File: src/rtl/param_alu_pkg.sv
// Shared opcode encodings and default widths for the parameterised ALU.
// Values 9..15 extend the original ADD..JZ set, which keeps its codes.
package param_alu_pkg;

  localparam int unsigned DATA_WIDTH   = 8;
  localparam int unsigned ARG_WIDTH    = 8;
  localparam int unsigned OPCODE_WIDTH = 4;

  localparam int unsigned OP_ADD = 0;
  localparam int unsigned OP_SUB = 1;
  localparam int unsigned OP_LD  = 2;
  localparam int unsigned OP_AND = 3;
  localparam int unsigned OP_OR  = 4;
  localparam int unsigned OP_XOR = 5;
  localparam int unsigned OP_NOT = 6;
  localparam int unsigned OP_JMP = 7;
  localparam int unsigned OP_JZ  = 8;
  localparam int unsigned OP_ADC = 9;
  localparam int unsigned OP_SBB = 10;
  localparam int unsigned OP_SHL = 11;
  localparam int unsigned OP_SHR = 12;
  localparam int unsigned OP_MUL = 13;
  localparam int unsigned OP_JC  = 14;
  localparam int unsigned OP_NOP = 15;

endpackage

File: src/rtl/param_alu_if.sv
// Operation request / result bundle between an instruction sequencer and param_alu.
interface param_alu_if #(
  parameter int unsigned DATA_W   = param_alu_pkg::DATA_WIDTH,
  parameter int unsigned ARG_W    = param_alu_pkg::ARG_WIDTH,
  parameter int unsigned OPCODE_W = param_alu_pkg::OPCODE_WIDTH
) ();

  logic                op_valid;
  logic                op_ready;
  logic [OPCODE_W-1:0] opcode;
  logic [DATA_W-1:0]   register;
  logic [ARG_W-1:0]    argument;
  logic [DATA_W-1:0]   acc;
  logic                cy;
  logic                zf;
  logic [ARG_W-1:0]    jmp_addr;
  logic                jmp_ce;
  logic                busy;

  modport master (
    output op_valid, opcode, register, argument,
    input  op_ready, acc, cy, zf, jmp_addr, jmp_ce, busy
  );

  modport slave (
    input  op_valid, opcode, register, argument,
    output op_ready, acc, cy, zf, jmp_addr, jmp_ce, busy
  );

endinterface

File: src/rtl/param_alu_mul_seq.sv
// Unsigned shift-add multiplier: one partial product per cycle, DATA_W steps.
// The first step is folded into the start edge so done rises after DATA_W-1 more edges.
module alu_mul_seq #(
  parameter int unsigned DATA_W = 8
) (
  input  logic                clk,
  input  logic                rst,
  input  logic                start,
  input  logic [DATA_W-1:0]   a,
  input  logic [DATA_W-1:0]   b,
  output logic                done,
  output logic [2*DATA_W-1:0] product
);

  localparam int unsigned CNT_W = $clog2(DATA_W);

  logic [2*DATA_W-1:0] mcand;
  logic [DATA_W-1:0]   mplier;
  logic [CNT_W-1:0]    cnt;
  logic                run;

  always_ff @(posedge clk or posedge rst) begin
    if (rst) begin
      product <= '0;
      mcand   <= '0;
      mplier  <= '0;
      cnt     <= '0;
      run     <= 1'b0;
      done    <= 1'b0;
    end else if (start) begin
      product <= b[0] ? {{DATA_W{1'b0}}, a} : '0;
      mcand   <= {{(DATA_W-1){1'b0}}, a, 1'b0};
      mplier  <= b >> 1;
      cnt     <= CNT_W'(DATA_W - 1);
      run     <= 1'b1;
      done    <= 1'b0;
    end else if (run) begin
      if (mplier[0]) product <= product + mcand;
      mcand  <= mcand << 1;
      mplier <= mplier >> 1;
      cnt    <= cnt - 1'b1;
      if (cnt == CNT_W'(1)) begin
        run  <= 1'b0;
        done <= 1'b1;
      end
    end
  end

endmodule

File: src/rtl/param_alu.sv
// Accumulator ALU: single-cycle arithmetic/logic/jump ops plus a
// multi-cycle MUL handled by alu_mul_seq under a three-state FSM.
module param_alu #(
  parameter int unsigned DATA_W   = param_alu_pkg::DATA_WIDTH,
  parameter int unsigned ARG_W    = param_alu_pkg::ARG_WIDTH,
  parameter int unsigned OPCODE_W = param_alu_pkg::OPCODE_WIDTH
) (
  input logic           clk,
  input logic           rst,
  param_alu_if.slave    bus
);

  import param_alu_pkg::*;

  localparam logic [1:0] ST_IDLE     = 2'd0;
  localparam logic [1:0] ST_MUL_RUN  = 2'd1;
  localparam logic [1:0] ST_MUL_DONE = 2'd2;

  logic [1:0]          state;
  logic [DATA_W-1:0]   acc_q;
  logic                cy_q;
  logic                zf_q;
  logic [ARG_W-1:0]    jmp_addr_q;
  logic                jmp_ce_q;

  logic [31:0]         op_sel;
  logic [DATA_W-1:0]   nxt_acc;
  logic                nxt_cy;
  logic                acc_we;
  logic                is_mul;
  logic                take_jmp;
  logic                accept;
  logic                mul_done;
  logic [2*DATA_W-1:0] product;

  assign op_sel = 32'(bus.opcode);
  assign accept = bus.op_valid && (state == ST_IDLE);

  always_comb begin
    nxt_acc  = acc_q;
    nxt_cy   = cy_q;
    acc_we   = 1'b0;
    is_mul   = 1'b0;
    take_jmp = 1'b0;
    case (op_sel)
      OP_ADD: begin
        {nxt_cy, nxt_acc} = {1'b0, acc_q} + {1'b0, bus.register};
        acc_we = 1'b1;
      end
      OP_ADC: begin
        {nxt_cy, nxt_acc} = {1'b0, acc_q} + {1'b0, bus.register} + (DATA_W+1)'(cy_q);
        acc_we = 1'b1;
      end
      // Bit DATA_W of the extended difference is the borrow.
      OP_SUB: begin
        {nxt_cy, nxt_acc} = {1'b0, acc_q} - {1'b0, bus.register};
        acc_we = 1'b1;
      end
      OP_SBB: begin
        {nxt_cy, nxt_acc} = {1'b0, acc_q} - {1'b0, bus.register} - (DATA_W+1)'(cy_q);
        acc_we = 1'b1;
      end
      OP_LD:  begin nxt_acc = bus.register;         nxt_cy = 1'b0; acc_we = 1'b1; end
      OP_AND: begin nxt_acc = acc_q & bus.register; nxt_cy = 1'b0; acc_we = 1'b1; end
      OP_OR:  begin nxt_acc = acc_q | bus.register; nxt_cy = 1'b0; acc_we = 1'b1; end
      OP_XOR: begin nxt_acc = acc_q ^ bus.register; nxt_cy = 1'b0; acc_we = 1'b1; end
      OP_NOT: begin nxt_acc = ~bus.register;        nxt_cy = 1'b0; acc_we = 1'b1; end
      OP_SHL: begin {nxt_cy, nxt_acc} = {acc_q, 1'b0}; acc_we = 1'b1; end
      OP_SHR: begin {nxt_acc, nxt_cy} = {1'b0, acc_q}; acc_we = 1'b1; end
      OP_MUL: is_mul = 1'b1;
      OP_JMP: take_jmp = 1'b1;
      OP_JZ:  take_jmp = zf_q;
      OP_JC:  take_jmp = cy_q;
      default: begin nxt_cy = 1'b0; acc_we = 1'b1; end
    endcase
  end

  alu_mul_seq #(.DATA_W(DATA_W)) u_mul (
    .clk     (clk),
    .rst     (rst),
    .start   (accept && is_mul),
    .a       (acc_q),
    .b       (bus.register),
    .done    (mul_done),
    .product (product)
  );

  always_ff @(posedge clk or posedge rst) begin
    if (rst) begin
      state      <= ST_IDLE;
      acc_q      <= '0;
      cy_q       <= 1'b0;
      zf_q       <= 1'b1;
      jmp_ce_q   <= 1'b0;
      jmp_addr_q <= '0;
    end else begin
      jmp_ce_q   <= 1'b0;
      jmp_addr_q <= '0;
      case (state)
        ST_IDLE: begin
          if (accept) begin
            if (is_mul) begin
              state <= ST_MUL_RUN;
            end else if (acc_we) begin
              acc_q <= nxt_acc;
              cy_q  <= nxt_cy;
              zf_q  <= (nxt_acc == '0);
            end
            if (take_jmp) begin
              jmp_ce_q   <= 1'b1;
              jmp_addr_q <= bus.argument;
            end
          end
        end
        ST_MUL_RUN: begin
          if (mul_done) state <= ST_MUL_DONE;
        end
        ST_MUL_DONE: begin
          acc_q <= product[DATA_W-1:0];
          cy_q  <= |product[2*DATA_W-1:DATA_W];
          zf_q  <= (product[DATA_W-1:0] == '0);
          state <= ST_IDLE;
        end
        default: state <= ST_IDLE;
      endcase
    end
  end

  assign bus.op_ready = (state == ST_IDLE);
  assign bus.busy     = (state != ST_IDLE);
  assign bus.acc      = acc_q;
  assign bus.cy       = cy_q;
  assign bus.zf       = zf_q;
  assign bus.jmp_ce   = jmp_ce_q;
  assign bus.jmp_addr = jmp_addr_q;

endmodule

File: src/flat_wrapper.sv
// flat-port wrapper written by rule: the top's interface ports become plain ports
module param_alu_flat import param_alu_pkg::*;
#(
  parameter int unsigned DATA_W   = param_alu_pkg::DATA_WIDTH,
  parameter int unsigned ARG_W    = param_alu_pkg::ARG_WIDTH,
  parameter int unsigned OPCODE_W = param_alu_pkg::OPCODE_WIDTH
)
  (clk, rst, bus_op_valid, bus_opcode, bus_register, bus_argument, bus_op_ready, bus_acc, bus_cy, bus_zf, bus_jmp_addr, bus_jmp_ce, bus_busy);
  param_alu_if #(.DATA_W(DATA_W), .ARG_W(ARG_W), .OPCODE_W(OPCODE_W)) bus_i ();
  input logic clk;
  input logic rst;
  input wire logic [$bits(bus_i.op_valid)-1:0] bus_op_valid;
  input wire logic [$bits(bus_i.opcode)-1:0] bus_opcode;
  input wire logic [$bits(bus_i.register)-1:0] bus_register;
  input wire logic [$bits(bus_i.argument)-1:0] bus_argument;
  output wire logic [$bits(bus_i.op_ready)-1:0] bus_op_ready;
  output wire logic [$bits(bus_i.acc)-1:0] bus_acc;
  output wire logic [$bits(bus_i.cy)-1:0] bus_cy;
  output wire logic [$bits(bus_i.zf)-1:0] bus_zf;
  output wire logic [$bits(bus_i.jmp_addr)-1:0] bus_jmp_addr;
  output wire logic [$bits(bus_i.jmp_ce)-1:0] bus_jmp_ce;
  output wire logic [$bits(bus_i.busy)-1:0] bus_busy;
  assign bus_i.op_valid = bus_op_valid;
  assign bus_i.opcode = bus_opcode;
  assign bus_i.register = bus_register;
  assign bus_i.argument = bus_argument;
  assign bus_op_ready = bus_i.op_ready;
  assign bus_acc = bus_i.acc;
  assign bus_cy = bus_i.cy;
  assign bus_zf = bus_i.zf;
  assign bus_jmp_addr = bus_i.jmp_addr;
  assign bus_jmp_ce = bus_i.jmp_ce;
  assign bus_busy = bus_i.busy;
  param_alu #(.DATA_W(DATA_W), .ARG_W(ARG_W), .OPCODE_W(OPCODE_W)) u_core (.clk(clk), .rst(rst), .bus(bus_i));
endmodule
File: config.mk
export PLATFORM = sky130hd
export DESIGN_NAME = param_alu_flat
export DESIGN_NICKNAME = d
export VERILOG_FILES = /design/src/rtl/param_alu_pkg.sv /design/src/rtl/param_alu_if.sv /design/src/rtl/param_alu_mul_seq.sv /design/src/rtl/param_alu.sv /design/src/flat_wrapper.sv
export SDC_FILE = /design/constraint.sdc
export NUM_CORES = 1
export LEC_CHECK = 0
export CELL_PAD_IN_SITES_DETAIL_PLACEMENT = 1
export CELL_PAD_IN_SITES_GLOBAL_PLACEMENT = 2
export CORE_MARGIN = 5
export CORE_UTILIZATION = 40
export CTS_CLUSTER_DIAMETER = 100
export CTS_CLUSTER_SIZE = 14
export DETAILED_ROUTE_END_ITERATION = 8
export HOLD_SLACK_MARGIN = 0.12
export PLACE_DENSITY = 0.85
export SLEW_MARGIN = 20
export SYNTH_ARGS = -nofsm -noshare
export SYNTH_HDL_FRONTEND = slang
export SYNTH_SLANG_ARGS = --single-unit
File: constraint.sdc
create_clock -name clk -period 4.6 [get_ports clk]
set_input_delay 1.38 -clock clk [delete_from_list [all_inputs] [get_ports clk]]
set_output_delay 1.38 -clock clk [all_outputs]
set_load 0.03 [all_outputs]
# Yosys cells after proc, flatten, opt, wreduce, memory -nomap -nowiden
# Cells that the tools add are included.
# totals
out_inout_bits,21
register_bits,66
inputBits,23
# op_classes
muxes,42
n_bitwise,4
eq_ne,22
n_reduce_logical,17
addsub,6
# op_table
op,count
case mux 8 bit (11 select lines),1
2-to-1 mux 16 bit,5
2-to-1 mux 8 bit,9
logical NOT 32 bit,1
"equality test 4 bit, second input constant",7
adder 16 bit,1
"equality test 4 x 3 -> 1 bit, second input constant",4
logical NOT 8 bit,2
2-to-1 mux 1 bit,16
case mux 8 bit (2 select lines),1
nonzero test 2 bit,5
adder 8 x 8 -> 9 bit,1
adder 9 x 1 -> 9 bit,1
subtractor 8 x 8 -> 9 bit,1
subtractor 9 x 1 -> 9 bit,1
bitwise AND 8 bit,1
"equality test 4 x 2 -> 1 bit, second input constant",2
NOT 8 bit,1
bitwise OR 8 bit,1
OR reduction 8 bit,1
bitwise XOR 8 bit,1
2-to-1 mux 2 bit,3
2-to-1 mux 3 bit,2
"!= test 2 bit, second input constant",3
16 further kinds,20

# Logic depth before layout (Yosys ltp)
# logic_depth
depth_word,8
depth_mapped,12
mapped_depth_nobuf,11

# Hierarchy
# Synthesis repeated with hierarchy kept, for this count alone.
# hier_totals
hier_cells,737
area_unflattened_um2,6029.5
# modules_own_cells
mod,area_per_inst_um2,cells_per_inst,n_inst
param_alu,3383.2,465,1
alu_mul_seq,2646.3,272,1

# Worst setup path before layout
# OpenSTA, ideal clock, no wires.
# synth_path
path_type,input to register
start,input port bus_register[0]
end,register u_core.zf_q (netlist: u_core.bus.zf)
slack_ps,895
t_arrival_ps,3614
cell_stages,10
required_time_ps,4509
setup_ps,91
n_path_buf,0
cell_sequence,ha_1 -> fa_1 -> or2_4 -> a21oi_4 -> xor2_4 -> a31o_1 -> a31oi_1 -> o32a_1 -> nand3b_1 -> o31ai_1
# synth_between
elab_chain_cells,8
elab_cells_between_ends,14
classes_between,4 x add/sub; 5 x mux; 4 x bitwise; 1 x reduce/logical
# synth_lines
element,line,rtl
"start, declared",flat_wrapper.sv:14,input wire logic [$bits(bus_i.register)-1:0] bus_register;
subtractor 8 x 8 -> 9 bit / adder 8 x 8 -> 9 bit (equally long branches),--,
subtractor 9 x 1 -> 9 bit / adder 9 x 1 -> 9 bit (equally long branches),"param_alu.sv:60, param_alu.sv:51",
case mux 8 bit (11 select lines) *,param_alu.sv:45,case (op_sel)
logical NOT 8 bit *,param_alu.sv:107,zf_q <= (nxt_acc == '0);
2-to-1 mux 1 bit *,param_alu.sv:104,end else if (acc_we) begin
2-to-1 mux 1 bit *,param_alu.sv:102,if (is_mul) begin
2-to-1 mux 1 bit *,param_alu.sv:101,if (accept) begin
case mux 1 bit (2 select lines) *,param_alu.sv:99,case (state)
"end signal, assigned",param_alu.sv:107,
"end signal, assigned",param_alu.sv:121,zf_q <= (product[DATA_W-1:0] == '0);
"end, declared",param_alu.sv:22,logic zf_q;
# Every way passes the cells marked *; elsewhere a longest branch is shown, timed or not. The select of a mux whose other input is x is not followed.
# A chain may end at the register's enable or synchronous reset.

# Final worst setup path
# layout_path
start,input port bus_register[2]
end,register u_core.acc_q[7] (netlist: u_core.bus.acc[7])
# layout_between
elab_chain_cells,7
elab_cells_between_ends,9
classes_between,4 x add/sub; 5 x mux
# layout_lines
element,line,rtl
subtractor 8 x 8 -> 9 bit / adder 8 x 8 -> 9 bit (equally long branches),--,
subtractor 9 x 1 -> 9 bit / adder 9 x 1 -> 9 bit (equally long branches),"param_alu.sv:60, param_alu.sv:51",
case mux 8 bit (11 select lines) *,param_alu.sv:45,
2-to-1 mux 8 bit *,param_alu.sv:104,
2-to-1 mux 8 bit *,param_alu.sv:102,
2-to-1 mux 8 bit *,param_alu.sv:101,
case mux 8 bit (2 select lines) *,param_alu.sv:99,
"end signal, assigned",param_alu.sv:105,acc_q <= nxt_acc;
"end signal, assigned",param_alu.sv:119,acc_q <= product[DATA_W-1:0];
"end, declared",param_alu.sv:20,logic [DATA_W-1:0] acc_q;
# Marked as above.

==> impl_metrics.yaml <==
outcome:
  status: "finished, final reports clean"
detailed_routing:
  drt-wirelength-per-cell_um: 21.9
  drtIter0Drc: 358
  vias: 5482
  finalWirelength_um: 19900
  ant_nets: 0
  viasPerCell: 6.02
  drc_errors: 0
  dr.pass1.iters: 5
worst_setup_path:
  worstPathArrival_ns: 4.53
  cp.required_ns: 4.87
  reg2reg_slack_ns: 1.18
  criticalPathCategory: "in -> reg"
  r2r-end: "u_core.bus.zf"
  critPathMaxFanout: 11
  r2r_cells: 10
  worstSetupEndpointType: "flop"
  worstReg2RegStart: "u_core.bus.acc[1]"
  crit_path_start_kind: "input pin"
grt:
  grt_pass1_vias: 5668
  grt_overflow: 0
  antenna_found_initial: 0
  grt_usage_pct: 24.6
  grt_max_degree: 43
  grt_pass1_wl_um: 32100
yosys:
  syn-cell-area_um2: 5730
  ys_seq_area_share_pct: 28.0
  netlist_instances: 670
  synth_area_leader_cell: "dfrtp_1"
  synth_top_family_by_area: "compound AO/OA/AOI/OAI gates"
  avgSynthCellArea_um2: 8.55
  synthFlopType: "dfrtp_1"
  synth_edf_count: 0
  synth_xor_area_share_pct: 6.00
  synth_common_cells: "64 x nor2_1, 63 x dfrtp_1, 62 x a21oi_1"
  synth_fa_ha_area_share_pct: 10.7
  synth-seq-cells: 64
  syn_nets: 740
  synthSimpleGateAreaFrac_pct: 19.6
  synth_compound_area_share_pct: 25.6
  synthMuxAreaShare_pct: 4.74
  synthArstFlopShare_pct: 100
  synth_top_area_share_pct: 27.5
  ys_types: 88
  yosysMostFrequentCell: "nor2_1"
  synthTopCellsByArea: "dfrtp_1 28%, ha_1 9.6%, a21oi_1 5.4%"
  ys_warn_count: 0
die:
  io_pins: 44
  fp.coreArea_um2: 14000
  fp.dieArea_um2: 16800
  rows: 43
  chipHeight_um: 130
  start_util_pct: 41.0
  die_x_um: 130
cts:
  cts_resized: 0
  clk_pin_slew_worst_paths_ns: 0.06
  numCtsBuffers: 9
  ctsHtreeMaxLevel: 3
  ctsHoldBuffers: 0
  clockBufferDepth: 2
  cts.sinks: 64
  post_cts_buffers: 0
  clk_latency_ns: 0.33
  cts-root-buf: "clkbuf_16"
  cts_tree: "done"
finish:
  insertedDiodeCount: 0
  syn_to_final_growth_pct: 18.5
  fin_cells: 911
  layout-drive-gt1-share_pct: 11.6
  fin_util_pct: 48.5
  layout.nets: 796
place:
  dp_hpwl_um: 15400
  dp_slack_ns: 0.0185
  io_buffers: 43
  dp.cells: 895
  place.gp.congestion: 0.959
sta:
  slew_violations: 0
  final-setup-viol-count: 0
  setup_tns_ns: 0
  tightest_slew_ns: 0.990
  hold_viol_final: 0
  slew_headroom_pct: 33.8
  clock.fmax_mhz: 235
  setup_slack_ns: 0.342
  period_minus_slack_ns: 4.26
  rsz0062_at_grt: "no"
  finClkSkew_ns: 0.00760
  fin_crit_sh_pct: 92.6
hold_path:
  hold_start: "u_core.u_mul.done"
  hold_depth: 1
  hold_path_class: "reg -> reg"
  holdPathEnd: "u_core.state[0]"
pwr:
  p_leak_nw: 2.99
  p_per_area_nw_per_um2: 623
  peakVddDrop_mv: 0.232
job:
  cap_viol_max_count: 0
## cells by family after synthesis
family	count (synthesis)
flip-flops	64
XOR/XNOR	33
AO/OA/AOI/OAI	206
AND/OR/NAND/NOR	219
buffers and inverters	74
adder cells (fa/ha/maj)	47
multiplexers	27
## metrics by stage
stage                     instance area, um^2  hold slack, ns  total power [W]
after floorplan                          5730           0.458          0.00281
final                                    6790           0.511          0.00423
after global routing                     6790           0.540          0.00456
after global placement                   6500           0.483          0.00346
after detailed placement                 6500           0.505          0.00356
after CTS                                6790           0.515          0.00424
## how the worst max path moves through the flow
| stage | start | to | depth (start not counted) |
|---|---|---|---|
| finish | bus_register[2] | u_core.bus.acc[7] | 11 |
| global route | bus_register[0] | u_core.bus.acc[7] | 11 |
| CTS | bus_register[2] | u_core.bus.acc[7] | 11 |
| detailed placement | bus_register[2] | u_core.bus.acc[7] | 11 |
| global placement | bus_register[2] | u_core.bus.acc[7] | 11 |
| floorplan | bus_register[0] | u_core.bus.zf | 10 |
## state kept, by name, summed over array words and instances (netlist names)
name / count
u_core.bus.acc: 8
u_core.bus.cy: 1
u_core.bus.jmp_addr: 8
u_core.bus.jmp_ce: 1
u_core.bus.zf: 1
u_core.state: 2
u_core.u_mul.cnt: 3
u_core.u_mul.done: 1
u_core.u_mul.mcand: 15
u_core.u_mul.mplier: 7
u_core.u_mul.product: 16
u_core.u_mul.run: 1
## cells in the final DEF (no fill, tap or decap), types with 9 or more instances in the layout
master / count
a21oi_1: 62
a31oi_1: 11
and2_1: 11
buf_4: 38
clkbuf_16: 9
clkdlybuf4s50_1: 43
dfrtp_1: 63
ha_1: 44
inv_1: 35
mux2i_1: 26
nand2_1: 48
nand2b_1: 11
nand3_1: 14
nand3b_1: 11
nor2_1: 64
nor2b_1: 10
nor3_1: 13
o21ai_0: 31
xnor2_1: 16
xor2_1: 12
## cell type report
class                   instances  area [um^2]
fillers                      1654         7200
multi-input cells             532         3820
flip-flops and latches         64         1600
repair buffers                 81          716
clock buffers                  12          256
well taps                     180          225
inverters                      38          143
clock inverters                 4         28.8
## where the power goes
part | switching [W] | total [W] | internal, W
clock network | 0.000252 | 0.000646 | 0.000394
registers | 0.000299 | 0.00106 | 0.000762
logic | 0.00146 | 0.00252 | 0.00106
## critical path: stages
cell	delay, ns
clkdlybuf4s50_1	0.48
inv_1	0.08
ha_1	0.63
o21ai_1	0.23
or4b_1	0.54
nand3b_1	0.21
nand4_1	0.14
xnor2_1	0.16
o221a_1	0.28
o31ai_1	0.24
o21a_1	0.15
## layer usage
metal	vias up	global-route usage [%]	share of wire [%]
li1	2555	-	-
met1	2737	34.6	45
met2	163	40.1	48
met3	27	3.77	4.4
met4	0	6.05	1.8
met5	-	0	0
(Power assumes the default switching activity.)
